$ cat config.mk
export PLATFORM = sky130hd
export DESIGN_NAME = fwu_frame_parser
export DESIGN_NICKNAME = d
export VERILOG_FILES = /design/src/rtl/fwu_frame_parser.sv
export SDC_FILE = /design/constraint.sdc
export NUM_CORES = 1
export LEC_CHECK = 0
export ABC_AREA = 1
export CORE_MARGIN = 2
export CORE_UTILIZATION = 60
export CTS_CLUSTER_DIAMETER = 80
export DETAILED_ROUTE_END_ITERATION = 16
export HOLD_SLACK_MARGIN = 0.15
export PLACE_DENSITY = 0.86
export SETUP_SLACK_MARGIN = 0.15
export SLEW_MARGIN = 20
export SYNTH_ARGS = -nofsm -noshare
export SYNTH_HDL_FRONTEND = slang
export SYNTH_SLANG_ARGS = --single-unit
$ cat constraint.sdc
create_clock -name clk -period 4.3 [get_ports clk]
set_input_delay 1.075 -clock clk [delete_from_list [all_inputs] [get_ports clk]]
set_output_delay 1.075 -clock clk [all_outputs]
set_load 0.01 [all_outputs]
$ cat src/rtl/fwu_frame_parser.sv
// Firmware-update frame parser: CMD(1) LEN(2,LE) PAYLOAD(LEN) [CRC16(2,LE)] from the SLIP receive stage.
// Define FWU_PARSER_CRC_EN to carry and check the CRC-16/CCITT-FALSE trailer.
module fwu_frame_parser #(
  parameter int unsigned MAX_LEN = 1024
) (
  input  logic        clk,
  input  logic        rst_n,
  input  logic [7:0]  in_data,
  input  logic        in_valid,
  output logic        in_ready,
  input  logic        in_frame_start,
  input  logic        in_frame_end,
  input  logic        in_frame_error,
  output logic        hdr_valid,
  output logic [7:0]  cmd,
  output logic [15:0] len,
  output logic [7:0]  pld_data,
  output logic        pld_valid,
  input  logic        pld_ready,
  output logic        pld_last,
  output logic        done,
  output logic [2:0]  status
);
  localparam int unsigned LW = 16;
  localparam logic [2:0] ST_OK    = 3'd0;
  localparam logic [2:0] ST_CRC   = 3'd1;
  localparam logic [2:0] ST_SHORT = 3'd2;
  localparam logic [2:0] ST_LONG  = 3'd3;
  localparam logic [2:0] ST_LEN   = 3'd4;
  localparam logic [2:0] ST_SLIP  = 3'd5;

  typedef enum logic [3:0] {
    S_HUNT, S_CMD, S_LEN0, S_LEN1, S_PAYLOAD, S_CRC0, S_CRC1, S_TAIL, S_DISCARD
  } state_t;

`ifdef FWU_PARSER_CRC_EN
  localparam state_t AFTER_PLD = S_CRC0;
`else
  localparam state_t AFTER_PLD = S_TAIL;
`endif

  state_t          state, state_n, eff_state;
  logic [7:0]      cmd_buf, cmd_buf_n, len_lo, len_lo_n, cmd_n;
  logic [LW-1:0]   len_n, idx, idx_n, new_len;
  logic            hdr_valid_n, done_n, restart, hs, last_beat, crc_ok;
  logic [2:0]      status_n, err_code, err_code_n;

`ifdef FWU_PARSER_CRC_EN
  logic [15:0] crc, crc_n, crc_base, rx_crc, rx_crc_n;

  function automatic logic [15:0] crc16_byte(input logic [15:0] c, input logic [7:0] b);
    logic [15:0] r;
    r = c ^ {b, 8'h00};
    for (int i = 0; i < 8; i++) r = r[15] ? ((r << 1) ^ 16'h1021) : (r << 1);
    return r;
  endfunction
`endif

  assign new_len   = {in_data, len_lo};
  assign last_beat = (idx == len - LW'(1));

  // Markers are resolved first; the byte of the same cycle is handled in the resulting state.
  always_comb begin
    state_n     = state;
    eff_state   = state;
    restart     = 1'b0;
    done_n      = 1'b0;
    status_n    = status;
    err_code_n  = err_code;
    hdr_valid_n = 1'b0;
    cmd_n       = cmd;
    len_n       = len;
    cmd_buf_n   = cmd_buf;
    len_lo_n    = len_lo;
    idx_n       = idx;
    crc_ok      = 1'b1;
`ifdef FWU_PARSER_CRC_EN
    crc_ok      = (crc == rx_crc);
`endif

    if (in_frame_error && state != S_HUNT) begin
      done_n    = 1'b1;
      status_n  = ST_SLIP;
      eff_state = S_HUNT;
    end else if (in_frame_end) begin
      restart   = 1'b1;
      eff_state = S_CMD;
      case (state)
        S_HUNT, S_CMD: ;
        S_TAIL:    begin done_n = 1'b1; status_n = crc_ok ? ST_OK : ST_CRC; end
        S_DISCARD: begin done_n = 1'b1; status_n = err_code; end
        default:   begin done_n = 1'b1; status_n = ST_SHORT; end
      endcase
    end else if (in_frame_start) begin
      restart   = 1'b1;
      eff_state = S_CMD;
      if (state != S_HUNT && state != S_CMD) begin
        done_n   = 1'b1;
        status_n = ST_SHORT;
      end
    end
    state_n = eff_state;

    in_ready  = 1'b1;
    pld_valid = 1'b0;
    pld_last  = 1'b0;
    pld_data  = in_data;
    if (eff_state == S_PAYLOAD) begin
      in_ready  = pld_ready;
      pld_valid = in_valid;
      pld_last  = last_beat;
    end
    hs = in_valid && in_ready;

`ifdef FWU_PARSER_CRC_EN
    crc_base = restart ? 16'hFFFF : crc;
    crc_n    = crc_base;
    rx_crc_n = rx_crc;
    if (hs && (eff_state == S_CMD || eff_state == S_LEN0 || eff_state == S_LEN1 ||
               eff_state == S_PAYLOAD))
      crc_n = crc16_byte(crc_base, in_data);
`endif

    if (hs) begin
      case (eff_state)
        S_CMD:  begin cmd_buf_n = in_data; state_n = S_LEN0; end
        S_LEN0: begin len_lo_n = in_data; state_n = S_LEN1; end
        S_LEN1: begin
          if (new_len > LW'(MAX_LEN)) begin
            err_code_n = ST_LEN;
            state_n    = S_DISCARD;
          end else begin
            hdr_valid_n = 1'b1;
            cmd_n       = cmd_buf;
            len_n       = new_len;
            idx_n       = '0;
            state_n     = (new_len == '0) ? AFTER_PLD : S_PAYLOAD;
          end
        end
        S_PAYLOAD: begin
          idx_n = idx + LW'(1);
          if (last_beat) state_n = AFTER_PLD;
        end
        S_CRC0: begin
`ifdef FWU_PARSER_CRC_EN
          rx_crc_n[7:0] = in_data;
`endif
          state_n = S_CRC1;
        end
        S_CRC1: begin
`ifdef FWU_PARSER_CRC_EN
          rx_crc_n[15:8] = in_data;
`endif
          state_n = S_TAIL;
        end
        S_TAIL: begin err_code_n = ST_LONG; state_n = S_DISCARD; end
        default: ;
      endcase
    end
  end

  always_ff @(posedge clk or negedge rst_n) begin
    if (!rst_n) begin
      state     <= S_HUNT;
      cmd       <= 8'h00;
      len       <= 16'h0000;
      hdr_valid <= 1'b0;
      done      <= 1'b0;
      status    <= ST_OK;
      cmd_buf   <= 8'h00;
      len_lo    <= 8'h00;
      idx       <= '0;
      err_code  <= ST_OK;
    end else begin
      state     <= state_n;
      cmd       <= cmd_n;
      len       <= len_n;
      hdr_valid <= hdr_valid_n;
      done      <= done_n;
      status    <= status_n;
      cmd_buf   <= cmd_buf_n;
      len_lo    <= len_lo_n;
      idx       <= idx_n;
      err_code  <= err_code_n;
    end
  end

`ifdef FWU_PARSER_CRC_EN
  always_ff @(posedge clk or negedge rst_n) begin
    if (!rst_n) begin
      crc    <= 16'hFFFF;
      rx_crc <= 16'h0000;
    end else begin
      crc    <= crc_n;
      rx_crc <= rx_crc_n;
    end
  end
`endif

endmodule

-- After elaboration in Yosys (flattened, before gate mapping)
Cells that the tools add are included.
- eq/ne operators: 15
- $lt $le $gt $ge: 1
- multiplexer cells: 28
- bitwise gates (word level): 1
- add/sub/neg operators: 2
- reduce and logical (&&, ||, !) cells: 17
- operators by type and width (cell ; number):
    $pmux W16 S2 ; 1
    $pmux W4 S7 ; 1
    $mux W4 ; 6
    $eq A4 B3 Y1 const B ; 5
    $add A16 B1 Y16 const B ; 1
    $eq A16 B16 Y1 ; 1
    $gt A16 B11 Y1 const B ; 1
    $logic_not A16 Y1 ; 1
    $mux W16 ; 1
    $sub A16 B1 Y16 const B ; 1
    $mux W3 ; 5
    $reduce_and A3 Y1 ; 4
    $mux W1 ; 11
    $pmux W3 S3 ; 1
    $eq A4 B1 Y1 const B ; 2
    $eq A4 B2 Y1 const B ; 2
    $pmux W3 S2 ; 1
    $reduce_bool A3 Y1 ; 2
    $eq A4 B4 Y1 const B ; 1
    $logic_not A4 Y1 ; 1
    $ne A2 B2 Y1 const B ; 2
    $ne A4 B1 Y1 const B ; 1
    $reduce_and A2 Y1 ; 2
    $reduce_bool A2 Y1 ; 2
    other kinds (6) ; 8
- flip-flop bits (word level): 68
- logic and storage cells: 74
- output and inout bits: 40
- bits of input ports: 15

-- Logic depth before layout (Yosys ltp)
- depth after elaboration: 7
- gate-level depth with buffers: 14
- gate-level depth less buffers: 14

-- Worst setup path before layout
No wires, ideal clock.
- path kind: input -> output
- start: in in_frame_end
- end: out pld_last
- path slack: 1.013 ns
- required time: 3.225 ns
- arrival: 2.212 ns
- stages: 9
- buffers on the path: 0
- path through: nor2_4 -> inv_2 -> o21ai_2 -> nand3_2 -> inv_2 -> nand3_1 -> nor2_1 -> nand3_1 -> nor2_1
- longest elaborated chain between the ends: 4
- RTL lines (element ; line ; text):
    start: declaration ; 12 ; input logic in_frame_end,
    $mux W4 ; 85 ; end else if (in_frame_end) begin
    $mux W4 ; 81 ; if (in_frame_error && state != S_HUNT) begin
    $eq A4 B3 Y1 ; 108 ; if (eff_state == S_PAYLOAD) begin
    $mux W1 ; 108 ;
    end: declaration ; 20 ; output logic pld_last,
Every way passes these cells.

-- Worst setup path after layout
- start: in in_frame_end
- end: out pld_valid
- longest elaborated chain between the ends: 4
- RTL lines (element ; line ; text):
    $mux W4 ; 85 ;
    $mux W4 ; 81 ;
    $eq A4 B3 Y1 ; 108 ;
    $mux W1 ; 108 ;
    end: declaration ; 18 ; output logic pld_valid,
Every way passes these cells.

==> flow_summary.toml <==
[floorplan]
num_io_pins = 55
core_um2 = 6460
dieArea_um2 = 7440
row_count = 29
dieWidth_um = 86.2
initial_core_util_pct = 62.8
die_h_um = 86.2

[setup_path]
crit_family = "buffers and inverters"
critPathLaunch = "in_frame_end"
crit_end = "pld_valid"
slowest_stage = "clkdlybuf4s50_1"
r2r-start = "state[1]$_DFF_PN0_"
reg2reg_to = "idx[5]$_DFFE_PN0P_"
critPathRequiredTime_ns = 3.22
cp_data_arrival_time_ns = 2.91
worstSetupEndpointType = "output pin"
cp-start-kind = "input pin"
rr_worst_depth = 12
cp_max_fo = 13
cp.buffers_inverters = 3
worst-setup-path-type = "in -> out"
worstSetupPathDepth = 8
max_stage_delay_ns = 0.54
r2r_slack_ns = 2.09
path_cells = "clkdlybuf4s50_1 -> nor2_4 -> nand2_4 -> nor2_4 -> nand3_2 -> buf_4 -> nor2_1 -> clkdlybuf4s50_1"

[clock_network]
numCtsBuffers = 9
tritoncts = "done"
clock_latency_ns = 0.35
numClockSinks = 67
clkTransAtPathRegs_ns = 0.08
cts_htree_levels = 3
cts.path.max_buffers = 2
clockRootBuffer = "clkbuf_8"

[synth]
yosys_most_used_dff = "dfrtp_1"
synth_edf_count = 0
synthCells = 538
syn_nets = 555
yosys_warnings = 0
yosysMostFrequentCell = "nand2_1"
synthArstFlopShare_pct = 100
synth_cell_types = 39
yosysTopAreaCellShare_pct = 41.3
synthTopCellsByCount = "nand2_1 (153), dfrtp_1 (67), nor2_1 (59), inv_1 (56), nand3_1 (47)"
synth.top_cells.by_area = "dfrtp_1 (41%), nand2_1 (14%), nand3_1 (5.8%), nor2_1 (5.5%), inv_1 (5.2%)"
syn-cell-area_um2 = 4060
yosysSeqAreaShare_pct = 41.3
synth_top_area_cell = "dfrtp_1"
postSynthAreaPerCell_um2 = 7.54
ys_seq_elements = 67

[sta]
fmax_ghz = 0.251
report.final.slew_viol_count = 0
clock_skew_ns = 0.0104
whs_ns = 0.476
fin_setup_tns_ns = 0
slew_headroom_pct = 40.9
period_share_pct = 92.6
min_period_ns = 3.98
setup_viol = 0
rsz0062_at_grt = "false"
tightestPinTransition_ns = 0.887
finalHoldViolCount = 0

[finish]
finalNonFillerCells = 671
fin_nets = 606
area_growth_pct = 17.8
fill_cells = 505
antenna_cells = 0
drive_above_1_share_pct = 8.59

[drt]
drcViolationCount = 0
drtIter0Drc = 221
wl_per_cell_um = 14.4
vias = 3678
drt_wl_total_um = 9630
ant_nets = 0
vias_per_cell = 5.48
first_pass_iters = 5

[global_routing]
gr-usage-all-layers_pct = 28.2
grt_max_degree = 41
grt_overflow = 0
grt_pass1_wl_um = 16600
antenna_found_initial = 0
grt_pass1_vias = 3615

[power]
peakVddDrop_mv = 0.279
power_leakage_nw = 2.40
power_w = 0.00219
power_density_nw_per_um2 = 458

[status]
status = "completed"

[placed_design]
routabilityCongestion = 0.906
place_inst = 654
dpl.hpwl_um = 7260
portBuffers = 54

[job]
maxCapViolCount = 0

[min_path]
min_path_type = "reg -> reg"
## how the worst min path moves through the flow
stage,startpoint,depth (start not counted),slack [ns],to
5_1_grt,cmd[4]$_DFFE_PN0P_,2,0.51,cmd[4]$_DFFE_PN0P_
3_5_place_dp,cmd[4]$_DFFE_PN0P_,2,0.46,cmd[4]$_DFFE_PN0P_
6_report,cmd[4]$_DFFE_PN0P_,2,0.48,cmd[4]$_DFFE_PN0P_
2_1_floorplan,cmd_buf[0]$_DFFE_PN0P_,2,0.45,cmd[0]$_DFFE_PN0P_
3_3_place_gp,cmd[4]$_DFFE_PN0P_,2,0.46,cmd[4]$_DFFE_PN0P_
4_1_cts,cmd[4]$_DFFE_PN0P_,2,0.48,cmd[4]$_DFFE_PN0P_
## timing repair
action,in CTS,in global routing
setup buffers,1,0
pin swaps,1,1
setup endpoints to repair,1,1
resized for setup,0,1
hold endpoints to repair,0,0
hold buffers,0,0
gates cloned,0,0
## layout make-up
type                       count  area [um2]  share of cell area [%]
multi-input combinational    386        1980                    41.5
sequential                    67        1680                    35.1
timing repair buffer          59         576                    12.0
inverter                      66         253                    5.29
clock buffer                  11         151                    3.17
tap                           77        96.3                    2.02
clock inverter                 5        42.5                   0.890
## layer usage
layer | part of all wire (%) | routed length [um] | GRT usage (%)
met4 | 1.6 | 157 | 8.52
met5 | 0 | 0 | 0
met2 | 51 | 4870 | 49.3
met3 | 4.2 | 403 | 4.67
met1 | 44 | 4210 | 36.3
## layout by cell type (no fill, tap or decap), types with 2 or more instances in the layout
| cell type | synthesis | routed |
|---|---|---|
| dfrtp_1 | 67 | 67 |
| inv_2 | 8 | 8 |
| nor4_1 | 6 | 6 |
| xnor2_1 | 7 | 7 |
| nand3b_1 | 2 | 2 |
| o21ai_1 | 40 | 40 |
| nand2_4 | 2 | 2 |
| nand2_1 | 153 | 153 |
| nand3_1 | 47 | 47 |
| xor2_1 | 19 | 19 |
| inv_6 | 0 | 4 |
| inv_1 | 56 | 56 |
| nand4_1 | 6 | 6 |
| nand3_4 | 3 | 3 |
| buf_4 | 9 | 5 |
| nor2_1 | 59 | 59 |
| inv_4 | 2 | 2 |
| clkdlybuf4s50_1 | 0 | 52 |
| nor2_4 | 3 | 3 |
| nor3_1 | 6 | 6 |
| o21ai_0 | 12 | 12 |
| a21oi_1 | 2 | 2 |
| nand2_2 | 2 | 2 |
| clkbuf_8 | 0 | 11 |
| ha_1 | 2 | 2 |
| nor2_8 | 2 | 2 |
## worst reg2reg max path, stage by stage (launching register included)
cell and delay [ns]:
dfrtp_1 0.44, nor2_1 0.20, nand2_2 0.09, nand2_4 0.16, nand2_4 0.10, nor2_4 0.15, nand3_2 0.11, buf_4 0.20
nand2_1 0.09, inv_2 0.07, nor2_8 0.29, nand3_1 0.13, o21ai_1 0.10
## cell families after synthesis
group | Yosys count | synth area share (%)
AOI/OAI and AO/OA | 58 | 7.43
xor gates and xnor gates | 27 | 6.17
adders and majority gates | 2 | 0.617
buffers and inverters | 85 | 9.81
DFF | 67 | 41.3
and+or+nand+nor | 299 | 34.7
## power by group
group | leakage, nW | internal [W] | switching (W)
combinational | 1.49 | 0.000298 | 0.000426
sequential | 0.810 | 0.000777 | 0.000170
clock | 0.0974 | 0.000249 | 0.000268
total | 2.40 | 0.00132 | 0.000864
## sequential cells by signal, summed over array words and instances, names as in the netlist
name	count
cmd_buf	8
hdr_valid	1
cmd	8
len	16
len_lo	8
status	3
err_code	2
idx	16
done	1
state	4
## through the flow
step                area, um2  util [%]  setup WS, ns
floorplan                4060         -          1.01
global placement         4570      70.8         0.122
detailed placement       4570      70.8        0.0748
CTS                      4780      73.9         0.153
global route             4780      74.0         0.223
finish                   4780      74.0         0.317
Note: power is estimated with default switching activity, not from simulation.
